## config.mk

```make
export PLATFORM = sky130hd
export DESIGN_NAME = blink_sequencer
export DESIGN_NICKNAME = d
export VERILOG_FILES = /design/src/rtl/blink_sequencer.sv
export SDC_FILE = /design/constraint.sdc
export NUM_CORES = 1
export LEC_CHECK = 0
export BUFFER_PORTS_ARGS = -buffer_cell sky130_fd_sc_hd__buf_2
export CAP_MARGIN = 30
export CORE_MARGIN = 2
export CORE_UTILIZATION = 56
export CTS_BUF_LIST = sky130_fd_sc_hd__clkbuf_8
export CTS_CLUSTER_SIZE = 10
export DETAILED_ROUTE_END_ITERATION = 7
export PLACE_DENSITY = 0.76
export SKIP_CTS_REPAIR_TIMING = 1
export SKIP_LAST_GASP = 1
export SLEW_MARGIN = 20
export SYNTH_ARGS = -nofsm -noshare
export SYNTH_HDL_FRONTEND = slang
export SYNTH_SLANG_ARGS = --single-unit
```

## constraint.sdc

```tcl
create_clock -name Clock_IN -period 3.6 [get_ports Clock_IN]
set_input_delay 1.08 -clock Clock_IN [delete_from_list [all_inputs] [get_ports Clock_IN]]
set_output_delay 1.08 -clock Clock_IN [all_outputs]
set_load 0.1 [all_outputs]
```

## src/rtl/blink_sequencer.sv

```systemverilog
// LED blink sequencer: OFF / BLINK / ALTERNATE / BURST patterns driven by a
// programmable half-period prescaler, with a valid/ready request interface.
module blink_sequencer #(
   parameter int CNT_W   = 32,
   parameter int BURST_N = 4
) (
   input  logic             Clock_IN,
   input  logic             Reset,
   input  logic [1:0]       Mode_IN,
   input  logic [CNT_W-1:0] Period_IN,
   input  logic             Mode_Valid,
   output logic             Mode_Ready,
   output logic             OUT_High,
   output logic             OUT_low,
   output logic             Busy
);

   typedef enum logic [1:0] {
      S_IDLE  = 2'b00,
      S_BLINK = 2'b01,
      S_ALT   = 2'b10,
      S_BURST = 2'b11
   } state_t;

   localparam logic [3:0]       LP_LAST_PULSE = 4'(BURST_N - 1);
   localparam logic [CNT_W-1:0] LP_ONE        = CNT_W'(1);

   state_t           r_state;
   logic [CNT_W-1:0] r_count;
   logic [CNT_W-1:0] r_period;
   logic             r_phase;
   logic [3:0]       r_pulse;
   logic             r_high;
   logic             r_low;
   logic             r_busy;

   state_t           w_state_nxt;
   logic [CNT_W-1:0] w_count_nxt;
   logic [CNT_W-1:0] w_period_nxt;
   logic             w_phase_nxt;
   logic [3:0]       w_pulse_nxt;
   logic             w_high_nxt;
   logic             w_low_nxt;
   logic             w_busy_nxt;
   logic             w_accept;
   logic             w_tick;
   logic [CNT_W-1:0] w_period_in;

   assign Mode_Ready = (r_state != S_BURST);
   assign w_accept   = Mode_Valid && Mode_Ready;
   assign OUT_High   = r_high;
   assign OUT_low    = r_low;
   assign Busy       = r_busy;

   // Period is never 0, so period-1 cannot underflow and all-ones is usable.
   assign w_period_in = (Period_IN == '0) ? LP_ONE : Period_IN;
   assign w_tick      = (r_state != S_IDLE) && (r_count == (r_period - LP_ONE));

   always_comb begin
      w_state_nxt  = r_state;
      w_count_nxt  = r_count;
      w_period_nxt = r_period;
      w_phase_nxt  = r_phase;
      w_pulse_nxt  = r_pulse;

      if (w_accept) begin
         // An accepted request overrides any tick on the same edge.
         w_period_nxt = w_period_in;
         w_count_nxt  = '0;
         w_phase_nxt  = 1'b0;
         w_pulse_nxt  = '0;
         case (Mode_IN)
            2'b01:   w_state_nxt = S_BLINK;
            2'b10:   w_state_nxt = S_ALT;
            2'b11:   w_state_nxt = S_BURST;
            default: w_state_nxt = S_IDLE;
         endcase
      end else if (r_state == S_IDLE) begin
         w_count_nxt = '0;
         w_phase_nxt = 1'b0;
      end else if (w_tick) begin
         w_count_nxt = '0;
         w_phase_nxt = ~r_phase;
         if ((r_state == S_BURST) && r_phase) begin
            if (r_pulse == LP_LAST_PULSE) begin
               w_state_nxt = S_IDLE;
               w_phase_nxt = 1'b0;
               w_pulse_nxt = '0;
            end else begin
               w_pulse_nxt = r_pulse + 4'd1;
            end
         end
      end else begin
         w_count_nxt = r_count + LP_ONE;
      end
   end

   // Outputs are registered from next-state values so they line up with state.
   always_comb begin
      w_high_nxt = 1'b0;
      w_low_nxt  = 1'b0;
      case (w_state_nxt)
         S_BLINK: begin
            w_high_nxt = w_phase_nxt;
            w_low_nxt  = w_phase_nxt;
         end
         S_ALT: begin
            w_high_nxt = w_phase_nxt;
            w_low_nxt  = ~w_phase_nxt;
         end
         S_BURST: begin
            w_high_nxt = w_phase_nxt;
            w_low_nxt  = 1'b0;
         end
         default: begin
            w_high_nxt = 1'b0;
            w_low_nxt  = 1'b0;
         end
      endcase
      w_busy_nxt = (w_state_nxt != S_IDLE);
   end

   always_ff @(posedge Clock_IN or posedge Reset) begin
      if (Reset) begin
         r_state  <= S_IDLE;
         r_count  <= '0;
         r_period <= LP_ONE;
         r_phase  <= 1'b0;
         r_pulse  <= '0;
         r_high   <= 1'b0;
         r_low    <= 1'b0;
         r_busy   <= 1'b0;
      end else begin
         r_state  <= w_state_nxt;
         r_count  <= w_count_nxt;
         r_period <= w_period_nxt;
         r_phase  <= w_phase_nxt;
         r_pulse  <= w_pulse_nxt;
         r_high   <= w_high_nxt;
         r_low    <= w_low_nxt;
         r_busy   <= w_busy_nxt;
      end
   end

endmodule

```

After elaboration in Yosys (flattened, before gate mapping)

Cells that the tools add are included.

Add/subtract/negate cells: 3
Equal/unequal tests: 11
Mux-type cells: 22
Bitwise gates (word level): 2
Reductions and logical operators: 11

Operators by type and width:

| operator                                            | number |
|---|---|
| 2-to-1 mux 32 bit                                   | 4 |
| adder 32 x 1 -> 32 bit, second input constant       | 1 |
| equality test 32 bit                                | 1 |
| logical NOT 32 bit                                  | 1 |
| subtractor 32 x 1 -> 32 bit, second input constant  | 1 |
| 2-to-1 mux 4 bit                                    | 5 |
| equality test 2 bit, second input constant          | 5 |
| 2-to-1 mux 2 bit                                    | 5 |
| nonzero test 2 bit                                  | 4 |
| 2-to-1 mux 1 bit                                    | 6 |
| one-hot mux 2 bit (3 select lines)                  | 1 |
| adder 4 x 1 -> 4 bit, second input constant         | 1 |
| equality test 2 x 1 -> 1 bit, second input constant | 2 |
| equality test 4 x 2 -> 1 bit, second input constant | 1 |
| != test 2 bit, second input constant                | 2 |
| logical AND 1 bit                                   | 3 |
| AND reduction 3 bit                                 | 1 |
| OR reduction 3 bit                                  | 1 |
| logical NOT 2 bit                                   | 1 |
| NOT 1 bit                                           | 2 |
| one-hot mux 1 bit (2 select lines)                  | 1 |

Register bits: 74
Bits of input ports: 37
Output and inout port bits: 4
Logic and storage cells: 57

Depth between registers and ports, before layout

Gate-level depths: netlist (run 1).

Word-level depth: 9
Depth in mapped cells: 14
Depth with buffers taken out: 12

Worst setup path after synthesis (run 1)

No wires, ideal clock.

Path kind: register to register
Start: reg r_period[0]
End: reg r_low, in the netlist OUT_low
Library setup time: 132 ps
Arrival time: 2956 ps
Data required time: 3468 ps
Setup slack: 512 ps
Stages on the path, launching flop included: 13
Buffers on the path: 1
Period minus slack after synthesis: 3088 ps
Cell sequence: dfstp_2 > buf_2 > inv_1 > ha_1 > nor3b_4 > nand4b_1 > or4_1 > a21bo_1 > a221oi_4 > nand4_4 > xnor2_1 > and2_2 > mux2i_1

Word-level cells in the longest chain between the ends: 8
Elaborated cells between the ends (all ways): 13
Those cells by class: add/sub: 1; eq/ne: 3; mux: 7; bitwise: 1; reduce/logical: 1

Ends and longest elaborated chain:

| item                                 | line | text |
|---|---|---|
| from (decl)                          | 30   | `logic [CNT_W-1:0] r_period;` |
| from (signal assigned)               | 136  | `r_period <= w_period_nxt;` |
| subtractor 32 x 1 -> 32 bit *        | 57   | `assign w_tick = (r_state != S_IDLE) && (r_count == (r_period - LP_ONE));` |
| equality test 32 bit *               | 57   |  |
| logical AND 1 bit *                  | 57   |  |
| 2-to-1 mux 1 bit *                   | 81   | `end else if (w_tick) begin` |
| 2-to-1 mux 1 bit *                   | 78   | `end else if (r_state == S_IDLE) begin` |
| 2-to-1 mux 1 bit *                   | 66   | `if (w_accept) begin` |
| net w_phase_nxt                      | 40   | `logic w_phase_nxt;` |
| NOT 1 bit                            | 109  | `w_low_nxt = ~w_phase_nxt;` |
| one-hot mux 1 bit (2 select lines) * | 102  | `case (w_state_nxt)` |
| net w_low_nxt                        | 43   | `logic w_low_nxt;` |
| to (signal assigned)                 | 140  | `r_low <= w_low_nxt;` |
| to (decl)                            | 34   | `logic r_low;` |

The timed path passes the listed nets; every way through them passes the cells marked *.
A chain may end at the register's enable or synchronous reset.

Worst setup path in the final report (run 1)

Start: reg r_period[1]
End: reg r_busy, in the netlist Busy

Word-level cells in the longest chain between the ends: 7

Ends and longest elaborated chain:

| item                        | line | text |
|---|---|---|
| subtractor 32 x 1 -> 32 bit | 57   |  |
| equality test 32 bit        | 57   |  |
| logical AND 1 bit           | 57   |  |
| 2-to-1 mux 2 bit            | 81   |  |
| 2-to-1 mux 2 bit            | 78   |  |
| 2-to-1 mux 2 bit            | 66   |  |
| net w_state_nxt[0]          | 37   | `state_t w_state_nxt;` |
| nonzero test 2 bit          | 120  | `w_busy_nxt = (w_state_nxt != S_IDLE);` |
| net w_busy_nxt              | 44   | `logic w_busy_nxt;` |
| to (signal assigned)        | 141  | `r_busy <= w_busy_nxt;` |
| to (decl)                   | 35   | `logic r_busy;` |

The timed path passes the listed nets, and every way through them passes these cells.

==> summary.md, run 1 <==
| Metric | Value |
|---|---|
| Port Buffers | 40 |
| Clock Latency Late Sink | 350 ps |
| Internal power | 0.001661 W |
| Final Wtd Congestion | 0.9224 |
| Initial core utilization | 56.90% |
| WS Path Type | flip-flop to flip-flop |
| Initial antenna violation count | 0 |
| Drt first pass iters | 5 |
| Post-Route WL | 11,080 um |
| ANT nets after route | 0 |
| RSZ-0062 raised after global routing | no |
| Core Rows | 33 |
| LEAKAGE | 2.141 nW |
| Crit Path Max Fanout | 7 |
| Clock sink total | 74 |
| CP required | 3840 ps |
| Die Footprint | 8963 um^2 |
| Gr usage total | 26.82% |
| Max VDD drop | 0.3217 mV |
| CP max stage delay | 530 ps |
| Layout area overhead | 13.26% |
| Post-route clock skew | 11.32 ps |
| 1st-iter DRT viols | 204 |
| DR WL/cell | 17.72 um |
| Crit. End Element | flip-flop |
| Vias | 3,828 |
| Slowest CP cell | or4_1 |
| H-tree depth | 3 |
| CTS Root Cell | clkbuf_8 |
| Relative slew slack | 36.00% |
| EDFF count, synth | 0 |
| Detailed placer's ending HPWL | 8054 um |
| Total CTS buffers | 9 |
| Clock power share | 30.6% |
| Net Sw Frac | 33.45% |
| Avg Inst Size Synth | 9.755 um^2 |
| Ys Warns | 0 |
| Final design utilization | 64.44% |
| Worst slew pin tran | 959.9 ps |
| Yosys top cell by area | dfrtp_1 |
| Cell area power density | 478.7 nW/um^2 |
| Post-route minimum period | 3318 ps |
| N_diodes | 0 |
| Post-synth ARST share | 100.0% |
| Syn Nets | 512 |
| Total gr overflow | 0 |
| Hold Fails Final Rpt | 0 |
| NetSw | 0.0008351 W |
| Max Freq | 301.4 MHz |
| Largest net degree at the start of global routing | 43 |
| Clk slew on worst S/H paths | 80 ps |
| DRC violations left | 0 |
| Slew Limit Fails | 0 |
| Syn Inst Count | 472 |
| Setup TNS Final | 0 ps |
| CP cell instances | inv_1 -> ha_1 -> nor3b_4 -> nand4b_1 -> or4_1 -> a21bo_1 -> a221oi_4 -> nand2_1 -> nor4_1 -> o31ai_1 -> nand2b_1 |
| Synthesized cell area | 4604 um^2 |
| Vias/cell | 6.125 |
| Startpoint types | flip-flop |
| Synth top area share | 39.67% |
| Commonest cells in the netlist | 73 x dfrtp_1, 49 x nor2_1, 35 x xor2_1 |
| Max-cap violations | 0 |
| Count leader, synth | dfrtp_1 |
| Vias in the first global route | 3,740 |
| Die X | 94.68 um |
| Final setup fails | 0 |
| Register bit total from synthesis | 74 |
| Core ar. | 8093 um^2 |
| Final net count | 556 |
| Seq/Total Area, Yosys | 40.24% |
| Fraction of layout cells with a size suffix above 1 | 23.08% |
| Seq pwr share | 44.0% |
| Comb power frac | 25.4% |
| Hold Crit Class | flip-flop to flip-flop |
| CTS tree | built |
| Final period util | 92.16% |
| Global-route wire length before repair | 18,490 um |
| Worst Path Arrival | 3560 ps |
| Post-synth top flop | dfrtp_1 |
| Worst-case clock buffer depth | 2 |
| Synth top area cells | dfrtp_1 40%, mux2_2 7.6%, xor2_1 6.7% |
| Top Ports | 41 |
| Die span in y | 94.68 um |
| Yosys cell types | 67 |
| Run status | finished, final reports clean |
==> final timing paths <==
kind | startpoint | end | slack (ps) | cells past startpoint
min reg2reg | r_period[31] | r_period[31] | 530 | 1
min | r_period[31] | r_period[31] | 530 | 1
max in group asynchronous | Reset | r_period[29] | 2090 | 3
max | r_period[1] | Busy | 280 | 11
max reg2reg | r_period[1] | Busy | 280 | 11
min in group asynchronous | Reset | r_period[14] | 850 | 2
==> metal layers <==
metal / vias up / wire (um) / track usage (%)
met5: - / 0 / 0
met4: 0 / 155 / 7.971
met3: 12 / 589 / 5.507
met2: 126 / 5371 / 43.09
met1: 1866 / 4958 / 36.75
li1: 1824 / - / -
==> cell usage in the layout, fill, tap and decap left out, drive strengths merged, types with 3 or more instances in the layout <==
cell / synthesis / layout
a21oi: 7 / 7
and3: 11 / 11
and4: 4 / 4
o21ai: 5 / 5
mux2: 31 / 31
clkbuf: 15 / 9
and2: 6 / 6
bufinv: 0 / 3
xnor2: 30 / 30
buf: 6 / 54
nand4: 17 / 17
nor2: 50 / 50
o211ai: 5 / 5
o31a: 3 / 3
nor4: 28 / 28
nor2b: 4 / 4
inv: 9 / 10
nand2: 26 / 26
nor3: 14 / 14
dfrtp: 73 / 73
nand3: 18 / 18
xor2: 35 / 35
o31ai: 4 / 4
a211oi: 5 / 5
nand4b: 3 / 3
nor3b: 3 / 3
nand2b: 5 / 5
or3: 5 / 5
ha: 3 / 3
or4: 7 / 7
==> worst max-delay path: cells and delay by family (launching register included) <==
family / cells / cell delay, ps
AO/OA/AOI/OAI: 3 / 740
adder cells (fa/ha/maj): 1 / 240
buffers and inverters: 1 / 100
flip-flops: 1 / 450
AND/OR/NAND/NOR: 6 / 1680
==> power groups by stage <==
| stage | clock network [W] | logic, W | registers (W) |
|---|---|---|---|
| CTS | 0.000777 | 0.000620 | 0.00109 |
| finish | 0.000764 | 0.000633 | 0.00110 |
| floorplan | 0 | 0.000470 | 0.00107 |
| global route | 0.000814 | 0.000691 | 0.00112 |
| global placement | 0 | 0.000597 | 0.00111 |
| detailed placement | 0 | 0.000618 | 0.00111 |
==> per-stage QoR <==
step           worst slack (ps)  cell area [um^2]  hold slack [ps]  power [W]  instances
2_1_floorplan             511.6              4604            500.8   0.001545        472
6_report                  282.1              5215            533.6   0.002497        625
5_1_grt                   9.878              5215            552.7   0.002621        625
4_1_cts                   231.0              5176            537.7   0.002490        621
3_3_place_gp              387.1              4945            513.3   0.001703        606
3_5_place_dp              251.6              4945            519.4   0.001726        606
==> kinds of logic after synthesis <==
family                     after synthesis  share of synthesized area (%)
and+or+nand+nor                        214                          26.90
DFF                                     74                          40.24
xor gates and xnor gates                65                          12.36
AOI/OAI and AO/OA                       54                          9.131
muxes                                   32                          7.799
buffers and inverters                   30                          2.744
adders and majority gates                3                         0.8153
==> final cells by class <==
type,count,area [um^2]
Timing Repair Buffer,54,330.3
Inverter,9,33.78
Sequential cell,74,1853
Multi-Input combinational cell,368,2635
Fill cell,673,2878
Tap cell,105,131.4
Clock buffer,9,123.9
Clock inverter,6,107.6
==> sequential cells by signal, indices dropped and copies added, names as in the netlist <==
| name | cells |
|---|---|
| Busy | 1 |
| OUT_High | 1 |
| OUT_low | 1 |
| r_count | 32 |
| r_period | 32 |
| r_phase | 1 |
| r_pulse | 4 |
| r_state | 2 |
Power figures use the tool's default switching activity.
==> inputs of run 2 (changes only) <==
- REMOVE_ABC_BUFFERS: default -> 1
==> run 2 against run 1 <==
Compared with the run above: first-iteration DRC count down 7.8%; register-to-register slack got worse by 50 ps; flip-flop and latch count did not move; worst setup slack lost 46 ps; core utilization shrank 0.42 points; clock-buffer cell count did not move; non-clock buffer count down 1; critical endpoint is now OUT_low.
==> summary.md, run 2 (synthesis gave the netlist of run 1 again) <==
| Metric | Value |
|---|---|
| Total gr overflow | 0 (unchanged) |
| Worst r2r path cells | 12 (+1) |
| ANT nets after route | 0 (unchanged) |
| Most common library cell in the layout ignoring fill and taps | dfrtp_1 |
| CP required | 3880 ps (+40 ps) |
| Port Buffers | 40 (unchanged) |
| Clock sink total | 74 (unchanged) |
| LEAKAGE | 2.107 nW (-1.6%) |
| Tot Pwr | 0.002376 W (-4.8%) |
| Final net count | 555 (-0.18%) |
| H-tree depth | 3 (unchanged) |
| Detailed placer's ending HPWL | 7884 um (-2.1%) |
| Slew Limit Fails | 0 (unchanged) |
| CTS Root Cell | clkbuf_8 |
| Post-route minimum period | 3364 ps (+46.36 ps) |
| Clock Latency Late Sink | 350 ps (about the same) |
| 1st-iter DRT viols | 188 (-7.8%) |
| Regs by FF count | r_count x32, r_period x32, r_pulse x4 |
| Final period util | 93.45% (+1.3 points) |
| Die span in y | 94.68 um (unchanged) |
| Worst-case clock buffer depth | 2 (unchanged) |
| N_diodes | 0 (unchanged) |
| Hold Fails Final Rpt | 0 (unchanged) |
| Fraction of layout cells with a size suffix above 1 | 23.27% (+0.19 points) |
| Most frequent cells in the layout | 73 x dfrtp_1, 49 x nor2_1, 40 x buf_2 |
| Drt first pass iters | 4 (-1) |
| Vias in the first global route | 3,714 (-0.70%) |
| Clk slew on worst S/H paths | 80 ps (about the same) |
| Final setup fails | 0 (unchanged) |
| Core ar. | 8093 um^2 (unchanged) |
| Relative slew slack | 51.83% (+16 points) |
| Worst slew pin tran | 715.9 ps (-244.0 ps) |
| Startpoint types | flip-flop |
| RR Startpoint | r_period[0] |
| Post-Route WL | 10,850 um (-2.0%) |
| Vias | 3,797 (-0.81%) |
| Vias/cell | 6.075 (-0.81%) |
| DR WL/cell | 17.36 um (-2.0%) |
| Total CTS buffers | 9 (unchanged) |
| Run status | finished, final reports clean |
| FF-to-FF End | OUT_low |
| Worst Hold Launch | r_period[31] |
| Final design utilization | 64.02% (-0.42 points) |
| Top Ports | 41 (unchanged) |
| Die X | 94.68 um (unchanged) |
| Post-route clock skew | 6.234 ps (-5.084 ps) |
| CTS tree | built |
| Worst hold path depth | 1 (unchanged) |
| Crit Path Max Fanout | 8 (+1) |
| Setup TNS Final | 0 ps (unchanged) |
| Hold_ws | 538.6 ps (+5.038 ps) |
| Die Footprint | 8963 um^2 (unchanged) |
| Worst R2R Setup Slack | 240 ps (-50 ps) |
| Max Freq | 297.2 MHz (-1.4%) |
| DRC violations left | 0 (unchanged) |
| Initial core utilization | 56.90% (unchanged) |
| Cell area power density | 458.5 nW/um^2 (-4.2%) |
| Core Rows | 33 (unchanged) |
| Layout area overhead | 12.53% |
| Global-route wire length before repair | 18,030 um (-2.5%) |
| Max-cap violations | 0 (unchanged) |
| Max VDD drop | 0.2945 mV (-8.4%) |
| Hold Crit Class | flip-flop to flip-flop |
| Final Wtd Congestion | 0.9248 (+0.26%) |
| Final Cell Area | 5181 um^2 (-0.65%) |
| Hold Crit Endpoint | r_period[31] |
| Largest net degree at the start of global routing | 75 (+74%) |
| WS Path Type | flip-flop to flip-flop |
| Gr usage total | 25.99% (-0.83 points) |
| Area post-placement | 4943 um^2 (about the same) |
| Initial antenna violation count | 0 (unchanged) |
| Worst Path Arrival | 3640 ps (+80 ps) |
| Crit. End Element | flip-flop |
run 2: cell count changes in the layout (fill, tap and decap cells not counted), sizes merged:
cell / change
bufinv: -2
buf: -1
clkinv: +3
inv: -1
clkinvlp: +1
run 2: layout make-up:
type	instances	area, um^2
fillers	668	2912
multi-input cells	368	2646
flip-flops and latches	74	1853
repair buffers	53	322.8
well taps	105	131.4
clock buffers	9	123.9
clock inverters	7	70.07
inverters	9	33.78
run 2: critical path: stages, from the launching register on:
cell      delay, ps
dfstp_2         610
inv_1            80
ha_1            260
nor3b_4         190
buf_4           150
and3_1          140
a211oi_1        310
o211ai_1        210
nor4_2          500
nand4_4         210
xnor2_1         240
and2_2          190
mux2i_1         190
run 2: power breakdown:
part	switching [W]	internal (W)
sequential	0.000182	0.000926
clock	0.000328	0.000319
combinational	0.000343	0.000278
run 2: worst max-delay path by stage:
stage | from | to | slack, ps | cells after the start
5_1_grt | r_period[0] | OUT_low | -40 | 12
3_3_place_gp | r_period[1] | OUT_low | 370 | 13
3_5_place_dp | r_period[1] | OUT_low | 160 | 13
6_report | r_period[0] | OUT_low | 240 | 12
2_1_floorplan | r_period[1] | r_count[10] | 130 | 10
4_1_cts | r_period[1] | OUT_low | 120 | 13
run 2: per-stage QoR:
stage / setup WS (ps) / instances
after floorplan: 132.4 / 451
after global placement: 370.1 / 606
after detailed placement: 156.7 / 606
after CTS: 115.3 / 622
after global routing: -36.28 / 625
final: 235.7 / 625
run 2: metal layers:
metal	track usage (%)	up-vias	part of all wire (%)
li1	-	1816	-
met1	33.56	1891	46
met2	43.97	72	49
met3	4.070	18	2.9
met4	9.903	0	2.0
met5	0	-	0
